File: src/rtl/booth_mul_seq_pkg.sv
// Shared types and helpers for the sequential radix-2 Booth multiplier.
// Holds the FSM state encoding and the operand extension used at accept time.
package booth_mul_seq_pkg;

  localparam int MAX_W = 32;

  typedef enum logic [1:0] {
    IDLE = 2'd0,
    RUN  = 2'd1,
    DONE = 2'd2
  } state_t;

  // Extends the low 'width' bits of op to MAX_W+1 bits; callers size-cast to WIDTH+1.
  function automatic logic [MAX_W:0] ext(input logic [MAX_W-1:0] op,
                                         input int               width,
                                         input logic             signed_mode);
    logic [MAX_W:0] r;
    logic           sign_bit;
    sign_bit = signed_mode & op[5'(width - 1)];
    r        = '0;
    for (int i = 0; i < MAX_W; i++) begin
      r[6'(i)] = (i < width) ? op[5'(i)] : sign_bit;
    end
    r[MAX_W] = sign_bit;
    return r;
  endfunction

endpackage

File: src/rtl/booth_mul_seq_if.sv
// Operand/result handshake bundle between the datapath and the Booth multiplier.
// The master presents operands and consumes the product; the slave is the multiplier.
interface booth_mul_seq_if #(
  parameter int WIDTH = 8
);
  logic               in_valid;
  logic               in_ready;
  logic [WIDTH-1:0]   multiplicand;
  logic [WIDTH-1:0]   multiplier;
  logic               signed_mode;
  logic               out_valid;
  logic               out_ready;
  logic [2*WIDTH-1:0] product;
  logic               busy;

  modport master (
    output in_valid, multiplicand, multiplier, signed_mode, out_ready,
    input  in_ready, out_valid, product, busy
  );

  modport slave (
    input  in_valid, multiplicand, multiplier, signed_mode, out_ready,
    output in_ready, out_valid, product, busy
  );
endinterface

File: src/rtl/booth_mul_seq_step.sv
// One radix-2 Booth iteration: conditional add/subtract of M into A, then an
// arithmetic right shift of {A,Q,Q_1} using the sign of the updated A.
module booth_mul_seq_step #(
  parameter int WIDTH = 8
) (
  input  logic [WIDTH:0] i_a,
  input  logic [WIDTH:0] i_q,
  input  logic           i_q1,
  input  logic [WIDTH:0] i_m,
  output logic [WIDTH:0] o_a,
  output logic [WIDTH:0] o_q,
  output logic           o_q1
);

  logic [WIDTH:0] w_sum;

  always_comb begin
    // NOTE: assign a default before the case so no path leaves w_sum unassigned (no latch).
    w_sum = i_a;
    case ({i_q[0], i_q1})
      2'b01:   w_sum = i_a + i_m;
      2'b10:   w_sum = i_a - i_m;
      default: ;
    endcase
  end

  assign o_a  = {w_sum[WIDTH], w_sum[WIDTH:1]};
  assign o_q  = {w_sum[0], i_q[WIDTH:1]};
  assign o_q1 = i_q[0];

endmodule

File: src/rtl/booth_mul_seq.sv
// Sequential radix-2 Booth multiplier, WIDTH+1 cycles per product, valid/ready on both sides.
// Operands are extended to WIDTH+1 bits so one datapath serves signed and unsigned modes.
module booth_mul_seq
  import booth_mul_seq_pkg::*;
#(
  parameter int WIDTH = 8
) (
  input  logic            clk,
  input  logic            rst,
  booth_mul_seq_if.slave  bus
);

  localparam int CNT_W = $clog2(WIDTH + 2);

  state_t             r_state;
  state_t             w_state_nxt;
  logic [WIDTH:0]     r_a;
  logic [WIDTH:0]     r_q;
  logic               r_q1;
  logic [WIDTH:0]     r_m;
  logic [CNT_W-1:0]   r_count;
  logic [2*WIDTH-1:0] r_product;

  logic               w_accept;
  logic               w_step_en;
  logic               w_last;
  logic [WIDTH:0]     w_a_nxt;
  logic [WIDTH:0]     w_q_nxt;
  logic               w_q1_nxt;

  booth_mul_seq_step #(.WIDTH(WIDTH)) u_step (
    .i_a  (r_a),
    .i_q  (r_q),
    .i_q1 (r_q1),
    .i_m  (r_m),
    .o_a  (w_a_nxt),
    .o_q  (w_q_nxt),
    .o_q1 (w_q1_nxt)
  );

  always_comb begin
    w_state_nxt = r_state;
    w_accept    = 1'b0;
    w_step_en   = 1'b0;
    w_last      = 1'b0;
    case (r_state)
      IDLE: begin
        if (bus.in_valid) begin
          w_accept    = 1'b1;
          w_state_nxt = RUN;
        end
      end
      RUN: begin
        w_step_en = 1'b1;
        if (r_count == CNT_W'(WIDTH)) begin
          w_last      = 1'b1;
          w_state_nxt = DONE;
        end
      end
      DONE: begin
        if (bus.out_ready) w_state_nxt = IDLE;
      end
      default: w_state_nxt = IDLE;
    endcase
  end

  // Reset clears the datapath as well, so an aborted operation leaves no visible residue.
  always_ff @(posedge clk) begin
    if (rst) begin
      // NOTE: non-blocking assignments for all state so every register samples pre-edge values.
      r_state   <= IDLE;
      r_a       <= '0;
      r_q       <= '0;
      r_q1      <= 1'b0;
      r_m       <= '0;
      r_count   <= '0;
      r_product <= '0;
    end else begin
      r_state <= w_state_nxt;
      if (w_accept) begin
        r_m     <= (WIDTH+1)'(ext(MAX_W'(bus.multiplicand), WIDTH, bus.signed_mode));
        r_q     <= (WIDTH+1)'(ext(MAX_W'(bus.multiplier), WIDTH, bus.signed_mode));
        r_a     <= '0;
        r_q1    <= 1'b0;
        r_count <= '0;
      end
      if (w_step_en) begin
        r_a     <= w_a_nxt;
        r_q     <= w_q_nxt;
        r_q1    <= w_q1_nxt;
        r_count <= r_count + 1'b1;
      end
      // The true product always fits 2*WIDTH bits, so the top two bits of {A,Q} are dropped.
      if (w_last) r_product <= (2*WIDTH)'({w_a_nxt, w_q_nxt});
    end
  end

  assign bus.in_ready  = (r_state == IDLE);
  assign bus.out_valid = (r_state == DONE);
  assign bus.busy      = (r_state == RUN) || (r_state == DONE);
  assign bus.product   = r_product;

endmodule

File: src/flat_wrapper.sv
// flat-port wrapper written by rule: the top's interface ports become plain ports
module booth_mul_seq_flat import booth_mul_seq_pkg::*;
#(
  parameter int WIDTH = 8
)
  (clk, rst, bus_in_valid, bus_multiplicand, bus_multiplier, bus_signed_mode, bus_out_ready, bus_in_ready, bus_out_valid, bus_product, bus_busy);
  booth_mul_seq_if #(.WIDTH(WIDTH)) bus_i ();
  input  logic clk;
  input  logic rst;
  input wire logic [$bits(bus_i.in_valid)-1:0] bus_in_valid;
  input wire logic [$bits(bus_i.multiplicand)-1:0] bus_multiplicand;
  input wire logic [$bits(bus_i.multiplier)-1:0] bus_multiplier;
  input wire logic [$bits(bus_i.signed_mode)-1:0] bus_signed_mode;
  input wire logic [$bits(bus_i.out_ready)-1:0] bus_out_ready;
  output wire logic [$bits(bus_i.in_ready)-1:0] bus_in_ready;
  output wire logic [$bits(bus_i.out_valid)-1:0] bus_out_valid;
  output wire logic [$bits(bus_i.product)-1:0] bus_product;
  output wire logic [$bits(bus_i.busy)-1:0] bus_busy;
  assign bus_i.in_valid = bus_in_valid;
  assign bus_i.multiplicand = bus_multiplicand;
  assign bus_i.multiplier = bus_multiplier;
  assign bus_i.signed_mode = bus_signed_mode;
  assign bus_i.out_ready = bus_out_ready;
  assign bus_in_ready = bus_i.in_ready;
  assign bus_out_valid = bus_i.out_valid;
  assign bus_product = bus_i.product;
  assign bus_busy = bus_i.busy;
  booth_mul_seq #(.WIDTH(WIDTH)) u_core (.clk(clk), .rst(rst), .bus(bus_i));
endmodule
File: config.mk
export PLATFORM = sky130hd
export DESIGN_NAME = booth_mul_seq_flat
export DESIGN_NICKNAME = d
export VERILOG_FILES = /design/src/rtl/booth_mul_seq_pkg.sv /design/src/rtl/booth_mul_seq_if.sv /design/src/rtl/booth_mul_seq_step.sv /design/src/rtl/booth_mul_seq.sv /design/src/flat_wrapper.sv
export SDC_FILE = /design/constraint.sdc
export NUM_CORES = 1
export LEC_CHECK = 0
export CAP_MARGIN = 20
export CORE_MARGIN = 2
export CORE_UTILIZATION = 40
export CTS_BUF_LIST = sky130_fd_sc_hd__clkbuf_16
export DETAILED_ROUTE_END_ITERATION = 6
export MAX_ROUTING_LAYER = met4
export PLACE_DENSITY = 0.74
export SLEW_MARGIN = 20
export SYNTH_ARGS = -nofsm -noshare
export SYNTH_HDL_FRONTEND = slang
export SYNTH_SLANG_ARGS = --single-unit
File: constraint.sdc
create_clock -name clk -period 4.45 [get_ports clk]
set_clock_uncertainty 0.2 [all_clocks]
set_input_delay 1.335 -clock clk [delete_from_list [all_inputs] [get_ports clk]]
set_output_delay 1.335 -clock clk [all_outputs]
set_load 0.05 [all_outputs]
Word-level counts from Yosys, hierarchy flattened
Cells that the tools add are included.

Flip-flop bits (word level): 50. Bits of input ports: 21. Output and inout bits: 19. Word-level logic and storage cells: 42.

$add $sub $neg: 3. Eq/ne operators: 8. Mux-type cells: 18. Bitwise operators: 2. Reductions and logical operators: 4.

Operator list (number): 9-bit two-way mux (4); 9-bit one-hot mux with 2 select lines (1); 9-bit adder (1); 9-bit subtractor (1); 4-bit two-way mux (2); 1-bit two-way mux (7); 2-bit two-way mux (3); 2-bit one-hot mux with 3 select lines (1); 4-bit by 1-bit adder with 4-bit output (second input constant) (1); 2-bit by 1-bit == test with 1-bit output (second input constant) (2); 2-bit == test (second input constant) (2); 4-bit == test (second input constant) (1); 2-bit inequality test (second input constant) (2); 3-bit AND reduction (1); 1-bit bitwise AND (2); 2-bit logical NOT (1); 2-bit by 1-bit inequality test with 1-bit output (second input constant) (1); 2-bit nonzero test (1); 1-bit logical OR (1).

Longest topological paths before layout
Word-level depth: 4. Gate-level depth with buffers: 11. Mapped depth without buffers: 10.

Hierarchy
Synthesis repeated with hierarchy kept, for this count alone.

Cells, all modules: 350. Area, all modules: 2806.4 µm².

Modules (own cells, without submodules): booth_mul_seq (times used 1, cells an instance 247, area an instance 2064.5 µm², seq. area each 1001.0 µm²); booth_mul_seq_step (times used 1, cells an instance 103, area an instance 742.0 µm², seq. area each 0.0 µm²).

Worst setup path before layout
No wires, ideal clock.

Path type: reg-to-reg. Start: register u_core.r_m[0]. End: register u_core.r_product[12] (netlist: u_core.bus.product[12]). Arrival: 2.311 ns. Data required time: 4.159 ns. Path slack: 1.848 ns. Cell stages (with the launch flop): 10. Path buffers: 0. Clock period less this slack: 2.602 ns. Cell sequence: dfxtp_1 -> inv_1 -> ha_1 -> mux2_2 -> fa_1 -> nor2b_1 -> o21a_1 -> nor3_1 -> or3b_1 -> a311oi_1.

Longest elaborated chain between the ends: 2.

RTL lines: start: declaration (line booth_mul_seq.sv:20) `logic [WIDTH:0] r_m;`; start signal: assignment (line booth_mul_seq.sv:81) `r_m <= (WIDTH+1)'(ext(MAX_W'(bus.multiplicand), WIDTH, bus.signed_mode));`; 9-bit subtractor or 9-bit adder (tied branches) (line booth_mul_seq_step.sv:22, booth_mul_seq_step.sv:21); 9-bit one-hot mux with 2 select lines (*) (line booth_mul_seq_step.sv:20) `case ({i_q[0], i_q1})`; end signal: assignment (line booth_mul_seq.sv:94) `if (w_last) r_product <= (2*WIDTH)'({w_a_nxt, w_q_nxt});`; end: declaration (line booth_mul_seq.sv:22) `logic [2*WIDTH-1:0] r_product;`.

Every way passes the cells marked *; elsewhere a longest branch is shown, timed or not. A chain may end at the register's enable or synchronous reset.

Worst setup path in the final report
Start: register u_core.r_state[0]. End: output bus_busy.

Longest elaborated chain between the ends: 2.

RTL lines: start: declaration (line booth_mul_seq.sv:15) `state_t r_state;`; start signal: assignment (line booth_mul_seq.sv:79) `r_state <= w_state_nxt;`; 2-bit by 1-bit == test with 1-bit output or 2-bit == test (tied branches) (line booth_mul_seq.sv:100) `assign bus.busy = (r_state == RUN) || (r_state == DONE);`; 1-bit logical OR (*) (line booth_mul_seq.sv:100); end: declaration (line flat_wrapper.sv:18) `output wire logic [$bits(bus_i.busy)-1:0] bus_busy;`.

Marked as above.

==> impl_metrics.tcl <==
set metrics [dict create \
    fin_util 0.508 \
    post_drt_wl_per_cell_um 13.0 \
    peakVddDrop_mv 0.389 \
    row_count 29 \
    drt_wl_total_um 5830 \
    groute.usage.overall 0.173 \
    cts_max_path_buffers 2 \
    critical_path_required_ns 2.91 \
    clk_latency_ns 0.29 \
    postCtsHoldBufs 0 \
    viasPerCell 5.32 \
    maxCapViolCount 0 \
    numCtsBuffers 5 \
    cts_sinks 49 \
    pwr-share-clk 0.318 \
    cts_tree "yes" \
    nets 408 \
    port-buffer-count 39 \
    synth_area_per_cell_sq_um 7.66 \
    synthTopCellsByArea "dfxtp_1 38%, a21oi_1 12%, nand2_1 9.7%, ha_1 7.2%, nor2_1 4.6%" \
    dieWidth_um 84.7 \
    start_kind "register" \
    p_total_uw 1370 \
    grt_pass1_wl_um 9900 \
    max_slew_margin 0.385 \
    ys.flop_type "dfxtp_1" \
    setup_viol 0 \
    cts-resized-gates 0 \
    synth_area_sq_um 2600 \
    power_switching_uw 461 \
    async_flop_share 0 \
    post_cts_buffers 0 \
    fmaxAchievable_mhz 301 \
    drc_errors 0 \
    critical_path_class "register to output pin" \
    seq_area_sq_um 981 \
    ys_ff_latch 49 \
    synth_xor_area_frac 0.0399 \
    swShare 0.337 \
    final_common_cell "nand2_1" \
    antenna_left 0 \
    area_delta_synth_final_pct 23.2 \
    drive_above_1_share 0.0591 \
    r2r_setup_slack_ns 1.59 \
    hold_viol_final 0 \
    finalSetupTns_ns 0 \
    internal_power_uw 909 \
    synth_fa_ha_area_frac 0.0797 \
    synthesis.nets 377 \
    drt-initial-drc-count 115 \
    worst_pin_slew_ns 0.919 \
    synth-compound-area-share 0.200 \
    crit_arrival_ns 1.79 \
    yosys_warnings 0 \
    path_clk_slew_ns 0.07 \
    p_per_area_nw_per_um2 427 \
    period_share 0.747 \
    leakagePower_uw 0.00117 \
    yosysSeqAreaShare 0.377 \
    syn-instance-count 340 \
    multi_input_area_sq_um 1480 \
    antenna_found_initial 0 \
    start_util 0.413 \
    synth-simple-area-share 0.222 \
    cts-root-buf "clkbuf_16" \
    status "finished, final reports clean" \
    overflow 0 \
    die_h_um 84.7 \
    muxShareOfSynthArea 0.0279 \
    num-fill-cells 632 \
    grt_max_degree 45 \
    dr.pass1.iters 4 \
    gp_congestion 0.901 \
    dp_hpwl_um 4200 \
    ios 40 \
    n_antenna_cell 0 \
    netlist-cell-type-count 44 \
    htreeDepth 2 \
    vias 2387 \
    end_kind "output pin" \
    rsz0062_at_grt "false" \
    dieArea_sq_um 7170 \
    min_path_type "register to register" \
    p_seq_frac 0.364 \
    synth_top_family_by_area "simple AND/OR/NAND/NOR gates" \
    synth_top_cell_by_area "dfxtp_1" \
    path_max_fanout 3 \
    grt_pass1_vias 2211 \
    synth_top_area_share 0.377 \
    mostFrequentLayoutCells "67 x nand2_1, 61 x a21oi_1, 49 x dfxtp_1, 39 x clkdlybuf4s50_1, 32 x nor2_1" \
    combPwrFrac 0.318 \
    design.core.area_sq_um 6310 \
    synth_edf_count 0 \
    period_minus_slack_ns 3.33 \
    slew_violations 0 \
]
cells in the mapped netlist, types with 3 or more instances:
cell	number
o21ai_1	3
buf_1	3
dfxtp_1	49
nand3_1	4
nor3_1	12
clkbuf_1	14
o211ai_1	3
a211oi_1	3
nor2_1	32
xnor2_1	7
and3_1	3
mux2i_1	5
nor2b_1	3
a21oi_1	61
xor2_1	3
o21ai_0	4
inv_2	5
inv_1	9
a311oi_1	6
nand2_1	67
ha_1	15
power by group through the flow:
stage	Combinational [uW]	Clock [uW]	Sequential (uW)
floorplan	344	0	500
global placement	425	0	507
detailed placement	433	0	508
CTS	437	439	498
global route	488	461	503
finish	436	435	499
state kept, by name, indices dropped and copies added (netlist names):
signal	cells
u_core.bus.product	16
u_core.r_a	8
u_core.r_count	4
u_core.r_m	9
u_core.r_q	9
u_core.r_q1	1
u_core.r_state	2
layout make-up:
class	count	share of cell area
Sequential cell	49	0.306
Timing Repair Buffer	44	0.133
Clock buffer	5	0.0390
Multi-Input combinational cell	257	0.462
Tap cell	77	0.0300
Clock inverter	3	0.0133
Inverter	14	0.0164
worst max-delay path: stages (launching register included):
cell and delay (ns):
dfxtp_1 0.36, inv_1 0.07, ha_1 0.27, clkdlybuf4s50_1 0.79
path summary, 6_finish.rpt:
check                                           from                                 end  depth (start not counted)
hold / removal    u_core.bus.product[7]$_SDFFE_PP0P_  u_core.bus.product[7]$_SDFFE_PP0P_                          2
setup reg to reg          u_core.r_q[0]$_SDFFE_PP0P_          u_core.r_a[3]$_SDFFE_PP0P_                          8
hold reg to reg   u_core.bus.product[7]$_SDFFE_PP0P_  u_core.bus.product[7]$_SDFFE_PP0P_                          2
setup / recovery      u_core.r_state[0]$_SDFFE_PP0P_                            bus_busy                          3
logic make-up after synthesis:
family	count (synthesis)
xor gates and xnor gates	11
adders and majority gates	16
DFF	49
AOI/OAI and AO/OA	90
buffers and inverters	34
and+or+nand+nor	133
muxes	7
per-layer routing:
metal,track usage,part of all wire
met1,0.211,0.46
met5,-,0
met3,0.0265,0.043
met4,0.0620,0.017
met2,0.289,0.48
metrics by stage:
stage	std cells	setup slack (ns)	hold slack (ns)	cell area, sq um
5_1_grt	449	1.05	0.274	3210
2_1_floorplan	340	1.85	0.245	2610
3_3_place_gp	441	1.15	0.245	3040
4_1_cts	449	1.11	0.258	3210
3_5_place_dp	441	1.08	0.250	3040
6_report	449	1.12	0.256	3210
(Power assumes the default switching activity.)
